===== config.mk =====
export PLATFORM = sky130hd
export DESIGN_NAME = piso_serializer
export DESIGN_NICKNAME = d
export VERILOG_FILES = /design/src/rtl/piso_serializer.sv
export SDC_FILE = /design/constraint.sdc
export NUM_CORES = 1
export LEC_CHECK = 0
export CORE_MARGIN = 5
export CORE_UTILIZATION = 53
export DETAILED_ROUTE_END_ITERATION = 10
export GPL_TIMING_DRIVEN = 0
export HOLD_SLACK_MARGIN = 0.05
export PLACE_DENSITY = 0.81
export SYNTH_ARGS = -nofsm -noshare
export SYNTH_HDL_FRONTEND = slang
export SYNTH_SLANG_ARGS = --single-unit

===== constraint.sdc =====
create_clock -name clk -period 3.05 [get_ports clk]
set_input_delay 0.915 -clock clk [delete_from_list [all_inputs] [get_ports clk]]
set_output_delay 0.915 -clock clk [all_outputs]
set_load 0.1 [all_outputs]

===== src/rtl/piso_serializer.sv =====
// Parallel-in serial-out serializer with a one-word holding buffer so that
// consecutive words stream out with no idle gap between them.
module piso_serializer #(
   parameter int WIDTH     = 4,
   parameter bit MSB_FIRST = 1'b1
) (
   input  logic             clk,
   input  logic             rst_n,
   input  logic [WIDTH-1:0] din,
   input  logic             din_valid,
   output logic             din_ready,
   input  logic             shift_en,
   output logic             so,
   output logic             so_valid,
   output logic             done,
   output logic             busy,
   output logic             state_dbg
);

   localparam int CW = (WIDTH > 2) ? $clog2(WIDTH) : 1;
   localparam logic [CW-1:0] LAST_CNT = CW'(WIDTH - 1);

   typedef enum logic {
      IDLE  = 1'b0,
      SHIFT = 1'b1
   } state_t;

   state_t           state_q, state_d;
   logic [WIDTH-1:0] sreg_q, sreg_d;
   logic [WIDTH-1:0] hold_q, hold_d;
   logic [CW-1:0]    cnt_q, cnt_d;
   logic             hold_full_q, hold_full_d;
   logic             so_q, so_d;
   logic             done_q, done_d;
   logic             accept;
   logic             last_bit;
   logic [WIDTH-1:0] sreg_shifted;

   // Bit that sits at the output end of a word for the chosen bit order.
   function automatic logic out_bit(input logic [WIDTH-1:0] w);
      if (MSB_FIRST) return w[WIDTH-1];
      else           return w[0];
   endfunction

   function automatic logic [WIDTH-1:0] shift_word(input logic [WIDTH-1:0] w);
      if (MSB_FIRST) return {w[WIDTH-2:0], 1'b0};
      else           return {1'b0, w[WIDTH-1:1]};
   endfunction

   // Handshake: a word transfers on an edge where din_valid and din_ready are both 1.
   assign din_ready    = ~hold_full_q;
   assign accept       = din_valid & ~hold_full_q;
   assign last_bit     = (cnt_q == LAST_CNT);
   assign sreg_shifted = shift_word(sreg_q);

   always_comb begin
      state_d     = state_q;
      sreg_d      = sreg_q;
      hold_d      = hold_q;
      cnt_d       = cnt_q;
      hold_full_d = hold_full_q;
      so_d        = so_q;
      done_d      = 1'b0;

      case (state_q)
         IDLE: begin
            so_d        = 1'b0;
            hold_full_d = 1'b0;
            if (accept) begin
               sreg_d  = din;
               cnt_d   = '0;
               so_d    = out_bit(din);
               state_d = SHIFT;
            end
         end

         SHIFT: begin
            if (shift_en && last_bit) begin
               done_d = 1'b1;
               cnt_d  = '0;
               if (hold_full_q) begin
                  sreg_d      = hold_q;
                  so_d        = out_bit(hold_q);
                  hold_full_d = 1'b0;
               end else if (accept) begin
                  // Same-edge bypass straight into the shift register.
                  sreg_d = din;
                  so_d   = out_bit(din);
               end else begin
                  so_d    = 1'b0;
                  state_d = IDLE;
               end
            end else begin
               if (shift_en) begin
                  sreg_d = sreg_shifted;
                  so_d   = out_bit(sreg_shifted);
                  cnt_d  = cnt_q + CW'(1);
               end
               if (accept) begin
                  hold_d      = din;
                  hold_full_d = 1'b1;
               end
            end
         end

         default: begin
            state_d     = IDLE;
            so_d        = 1'b0;
            hold_full_d = 1'b0;
            cnt_d       = '0;
         end
      endcase
   end

   always_ff @(posedge clk or negedge rst_n) begin
      if (!rst_n) begin
         state_q     <= IDLE;
         sreg_q      <= '0;
         hold_q      <= '0;
         cnt_q       <= '0;
         hold_full_q <= 1'b0;
         so_q        <= 1'b0;
         done_q      <= 1'b0;
      end else begin
         state_q     <= state_d;
         sreg_q      <= sreg_d;
         hold_q      <= hold_d;
         cnt_q       <= cnt_d;
         hold_full_q <= hold_full_d;
         so_q        <= so_d;
         done_q      <= done_d;
      end
   end

   assign so        = so_q;
   assign so_valid  = (state_q == SHIFT);
   assign done      = done_q;
   assign busy      = so_valid | hold_full_q;
   assign state_dbg = state_q;

endmodule


Word-level counts from Yosys, hierarchy flattened
Cells that the tools add are included.
Operators by class
  eq/ne operators: 4
  reductions and logical operators: 3
  bitwise logic cells: 5
  add/sub/neg operators: 1
  muxes and demuxes: 23
Operators by type and width (number)
  two-way mux 4 bit: 4
  two-way mux 1 bit: 11
  case mux 4 bit (2 select lines): 1
  two-way mux 2 bit: 3
  case mux 1 bit (2 select lines): 3
  case mux 2 bit (2 select lines): 1
  inequality test 3 x 1 -> 1 bit (second input constant): 1
  inequality test 3 x 2 -> 1 bit (second input constant): 1
  NOT 1 bit: 3
  AND reduction 3 bit: 1
  adder 2 x 1 -> 2 bit (second input constant): 1
  == test 2 bit (second input constant): 1
  inequality test 2 bit (second input constant): 1
  AND reduction 2 bit: 1
  bitwise AND 1 bit: 1
  logical AND 1 bit: 1
  bitwise OR 1 bit: 1
Storage, ports and cells
  input bits: 8
  logic and storage cells: 43
  register bits: 14
  output and inout port bits: 6

Logic depth before layout (Yosys ltp)
  word-level depth: 6
  mapped depth: 5
  depth with buffers taken out: 4

Worst setup path after synthesis
OpenSTA, ideal clock, no wires.
  path kind: reg-to-output
  start: register state_q, in the netlist so_valid
  end: output busy
  cell stages (with the launch flop): 3
  data required time: 2.135 ns
  slack: 0.352 ns
  path buffers: 1
  arrival: 1.783 ns
  cell sequence: dfrtp_1 -> buf_2 -> or2_2
Between the ends
  word-level cells in the longest chain between the ends: 1
Ends and longest elaborated chain
  from (decl): line 28  | state_t state_q, state_d;
  from (signal assigned): line 125  | state_q <= state_d;
  bitwise OR 1 bit: line 138  | assign busy = so_valid | hold_full_q;
  to (decl): line 16  | output logic busy,
No other way between the ends.

Worst setup path in the final report
Ends and elaborated chain as after synthesis.

==> flow_summary.html <==
<table>
<tr><th>Metric</th><th>Value</th></tr>
<tr><th colspan="2">Run status</th></tr>
<tr><td>Run status</td><td>finished clean</td></tr>
<tr><th colspan="2">Synth</th></tr>
<tr><td>Top cells by area, synth</td><td>sky130_fd_sc_hd__dfrtp_1, sky130_fd_sc_hd__mux2_2, sky130_fd_sc_hd__nand2b_1</td></tr>
<tr><td>Most numerous cell types in the synthesized netlist</td><td>sky130_fd_sc_hd__dfrtp_1, sky130_fd_sc_hd__mux2_2, sky130_fd_sc_hd__nand2_1</td></tr>
<tr><td>Netlist area before placement</td><td>766 um^2</td></tr>
<tr><td>Number of distinct standard cells referenced by the synthesized netlist</td><td>30</td></tr>
<tr><td>Post-synthesis cell count</td><td>77</td></tr>
<tr><td>Library cell occupying the most area in the post-synthesis netlist</td><td>sky130_fd_sc_hd__dfrtp_1</td></tr>
<tr><td>Post-Synthesis Mean Instance Area</td><td>9.94 um^2</td></tr>
<tr><td>FFs w/ async S/R, synth</td><td>1.00</td></tr>
<tr><td>Flip-flop and latch count after synthesis</td><td>13</td></tr>
<tr><td>Syn_nets</td><td>86</td></tr>
<tr><td>YS warnings</td><td>0</td></tr>
<tr><td>Cell with the most instances after synthesis</td><td>sky130_fd_sc_hd__dfrtp_1</td></tr>
<tr><td>Sequential share of the synthesized area</td><td>0.425</td></tr>
<tr><td>Number of enable flip-flop cells after synthesis</td><td>0</td></tr>
<tr><td>Synth top area share</td><td>0.425</td></tr>
<tr><td>Top_reg_cell synth</td><td>sky130_fd_sc_hd__dfrtp_1</td></tr>
<tr><th colspan="2">Clock tree</th></tr>
<tr><td>Clock input transition at the sequential cells of the worst setup and hold paths</td><td>90 ps</td></tr>
<tr><td>TritonCTS clock tree</td><td>built</td></tr>
<tr><td>Number of setup buffers added after CTS</td><td>0</td></tr>
<tr><td>Clock H-tree levels</td><td>1</td></tr>
<tr><td>Buffer levels on the longest clock path</td><td>2</td></tr>
<tr><td>Root buffer selected by CTS</td><td>sky130_fd_sc_hd__clkbuf_4</td></tr>
<tr><td>CTS buffer count</td><td>3</td></tr>
<tr><td>Clk sink count</td><td>13</td></tr>
<tr><td>Clock network latency to the later pin of the worst-skew pair</td><td>280 ps</td></tr>
<tr><td>Count of hold-fix buffers inserted at cts</td><td>0</td></tr>
<tr><th colspan="2">Setup path</th></tr>
<tr><td>Crit-path max FO</td><td>10</td></tr>
<tr><td>Depth of the worst register-to-register path</td><td>5</td></tr>
<tr><td>Number of buffers and inverters on the critical path</td><td>2</td></tr>
<tr><td>CP max stage cell</td><td>sky130_fd_sc_hd__clkdlybuf4s15_1</td></tr>
<tr><td>Worst path max stage delay</td><td>720 ps</td></tr>
<tr><td>Worst setup path category</td><td>reg -&gt; out</td></tr>
<tr><td>Setup slack, reg-to-reg</td><td>1320 ps</td></tr>
<tr><td>CP endpoint kind</td><td>output port</td></tr>
<tr><td>Element type at the critical path start</td><td>register</td></tr>
<tr><td>Critical R2R Capture</td><td>sreg_q[0]</td></tr>
<tr><td>Gate family responsible for the most delay along the worst path</td><td>buffers and inverters</td></tr>
<tr><td>Ordered cell list for the critical path</td><td>buf_2, or2_2, clkdlybuf4s15_1</td></tr>
<tr><td>R2r startpoint</td><td>cnt_q[0]</td></tr>
<tr><td>Arrival time at the worst endpoint</td><td>2030 ps</td></tr>
<tr><td>Worst endpoint required time</td><td>2130 ps</td></tr>
<tr><th colspan="2">Floorplanning</th></tr>
<tr><td>Die Span X</td><td>48.0 um</td></tr>
<tr><td>Area of the die</td><td>0.00230 mm^2</td></tr>
<tr><td>Vertical die dimension</td><td>48.0 um</td></tr>
<tr><td>Number of rows created at floorplan</td><td>13</td></tr>
<tr><td># IOs</td><td>14</td></tr>
<tr><td>Initial core utilization</td><td>0.574</td></tr>
<tr><td>Floorplan Core Area</td><td>0.00133 mm^2</td></tr>
<tr><th colspan="2">STA</th></tr>
<tr><td>Aggregate negative setup slack</td><td>0 ps</td></tr>
<tr><td>Worst-case setup margin in the final layout</td><td>104 ps</td></tr>
<tr><td>Setup violation total in the final timing report</td><td>0</td></tr>
<tr><td>Setup clock skew after layout</td><td>1.71 ps</td></tr>
<tr><td>Max Slew Vio Count</td><td>0</td></tr>
<tr><td>Worst hold slack across all endpoints</td><td>505 ps</td></tr>
<tr><td>Slew at the pin closest to its max-slew limit</td><td>965 ps</td></tr>
<tr><td>Fin crit period</td><td>2950 ps</td></tr>
<tr><td>Final Hold Vio Count</td><td>0</td></tr>
<tr><td>Final worst path period share</td><td>0.966</td></tr>
<tr><td>FMAX</td><td>0.339 GHz</td></tr>
<tr><td>Relative max-transition margin</td><td>0.355</td></tr>
<tr><td>RSZ-0062 raised after global routing</td><td>false</td></tr>
<tr><th colspan="2">Cells and area</th></tr>
<tr><td>Final-layout fill cell count</td><td>100</td></tr>
<tr><td>Number of nets at the end of the flow</td><td>104</td></tr>
<tr><td>Number of antenna repair diodes</td><td>0</td></tr>
<tr><td>Utilization of the core after routing</td><td>0.708</td></tr>
<tr><td>Post-Layout Inst Area</td><td>945 um^2</td></tr>
<tr><td>Share of post-route cells with drive strength above 1</td><td>0.181</td></tr>
<tr><td>Final cell count without fillers</td><td>109</td></tr>
<tr><td>Layout Area Growth over Synthesis</td><td>23.4%</td></tr>
<tr><th colspan="2">Power</th></tr>
<tr><td>P_sw</td><td>0.553 mW</td></tr>
<tr><td>IR drop worst, VDD</td><td>0.565 mV</td></tr>
<tr><td>Int Power</td><td>0.538 mW</td></tr>
<tr><td>Sw Share</td><td>0.507</td></tr>
<tr><td>Pleak</td><td>0.425 nW</td></tr>
<tr><td>Power per unit of standard cell area</td><td>1150 mW/mm^2</td></tr>
<tr><td>Power share of the combinational group</td><td>0.596</td></tr>
<tr><td>Reg power frac</td><td>0.302</td></tr>
<tr><td>Design Power</td><td>1.09 mW</td></tr>
<tr><td>Clock network fraction of total power</td><td>0.102</td></tr>
<tr><th colspan="2">Detailed routing</th></tr>
<tr><td>Total number of vias</td><td>663</td></tr>
<tr><td>Total wirelength of the detailed-routed design</td><td>1770 um</td></tr>
<tr><td>TritonRoute pass-1 iters</td><td>5</td></tr>
<tr><td>Post-detailed-route DRC marker count</td><td>0</td></tr>
<tr><td>Routed length per placed instance</td><td>16.2 um</td></tr>
<tr><td>First DRT Iteration DRCs</td><td>27</td></tr>
<tr><td>DR vias/cell</td><td>6.08</td></tr>
<tr><td>Post-detailed-route count of antenna-violating nets</td><td>0</td></tr>
<tr><th colspan="2">Global routing</th></tr>
<tr><td>Busiest metal layer after global routing</td><td>met2</td></tr>
<tr><td>Global-route met1 utilization</td><td>0.244</td></tr>
<tr><td>Total congestion overflow</td><td>0</td></tr>
<tr><td>Number of global-route vias before repair</td><td>637</td></tr>
<tr><td>Wire length of the first global-routing pass</td><td>2950 um</td></tr>
<tr><td>GRT Total Usage</td><td>0.189</td></tr>
<tr><td>Met2 Usage GRT</td><td>0.322</td></tr>
<tr><td>Met3 GRT Util</td><td>0.0263</td></tr>
<tr><td>Number of antenna violations at the first check in global routing</td><td>0</td></tr>
<tr><td>Pin count of the biggest net entering global routing</td><td>14</td></tr>
<tr><th colspan="2">Placed design</th></tr>
<tr><td>Post-detailed-placement half-perimeter wirelength</td><td>1180 um</td></tr>
<tr><td>Last weighted congestion value of the routability-driven placer</td><td>0.793</td></tr>
<tr><td>Worst setup timing slack at the placement stage</td><td>110 ps</td></tr>
<tr><td>Placement Cell Area</td><td>915 um^2</td></tr>
<tr><td>Number of port buffers</td><td>13</td></tr>
<tr><td>Placed Cells incl. Taps</td><td>105</td></tr>
<tr><th colspan="2">Min path</th></tr>
<tr><td>Start point of the worst hold path</td><td>so</td></tr>
<tr><td>Class of the most critical hold timing path</td><td>reg -&gt; reg</td></tr>
<tr><td>Worst-case hold path end point</td><td>so</td></tr>
<tr><td>Hold path cells</td><td>1</td></tr>
<tr><th colspan="2">Flow run</th></tr>
<tr><td>Max_cap viols</td><td>0</td></tr>
</table>
## placed cells by master, fill, tap and decap left out, types with 3 or more instances in the layout
cell type	instances
sky130_fd_sc_hd__nor3b_1	3
sky130_fd_sc_hd__nand2_1	7
sky130_fd_sc_hd__inv_1	5
sky130_fd_sc_hd__clkdlybuf4s50_1	11
sky130_fd_sc_hd__nor2_1	3
sky130_fd_sc_hd__o21ai_0	4
sky130_fd_sc_hd__clkbuf_4	3
sky130_fd_sc_hd__nand2b_1	6
sky130_fd_sc_hd__mux2_2	7
sky130_fd_sc_hd__dfrtp_1	13
## repair_timing
| item | CTS | global route |
|---|---|---|
| cloned | 0 | 0 |
| pin swaps | 0 | 0 |
| resized for setup | 1 | 2 |
| setup endpoints to repair | 1 | 2 |
## cell type report
cell class | instances | area, um^2 | area share
buffer | 5 | 36.3 | 0.0384
clock buffer | 3 | 22.5 | 0.0238
clock inverter | 1 | 5.00 | 0.00530
inverter | 5 | 18.8 | 0.0199
multi-input combinational | 54 | 385 | 0.408
sequential | 13 | 325 | 0.344
tap | 15 | 18.8 | 0.0199
timing repair buffer | 13 | 133 | 0.140
## worst reg2reg max path, delay by kind of cell (launching register included)
kind | cells | cell delay, ps
flops | 1 | 420
buf+inv | 1 | 130
simple gates | 1 | 220
fa+ha+maj | 1 | 290
compound gates | 2 | 540
## worst max-delay path by stage
stage | endpoint | depth (start not counted) | slack [ps] | start
final | busy | 3 | 100 | so_valid
after global routing | busy | 3 | 8 | so_valid
after CTS | state_dbg | 2 | 40 | so_valid
after detailed placement | busy | 3 | 110 | so_valid
after global placement | busy | 3 | 120 | so_valid
after floorplan | busy | 2 | 350 | so_valid
## power by group through the flow
stage	sequential, mW	clock [mW]	combinational, mW
3_3_place_gp	0.326	0	0.633
6_report	0.329	0.111	0.650
2_1_floorplan	0.431	0	0.397
4_1_cts	0.327	0.113	0.649
5_1_grt	0.342	0.120	0.703
3_5_place_dp	0.331	0	0.645
## kinds of logic after synthesis
group           after synthesis  synth area share
mux                           8             0.116
compound gates               18             0.170
buf+inv                      10            0.0719
simple gates                 27             0.201
flops                        13             0.425
fa+ha+maj                     1            0.0163
## per-layer routing
layer	wire length (um)	share of wire
met3	159	0.090
met4	29	0.016
met1	710	0.40
met5	0	0
met2	868	0.49
## sequential cells by signal, indices dropped and copies added, names as in the netlist
| register | cells |
|---|---|
| hold_q | 4 |
| hold_full_q | 1 |
| so_valid | 1 |
| done | 1 |
| sreg_q | 3 |
| so | 1 |
| cnt_q | 2 |
Power figures use the tool's default switching activity.
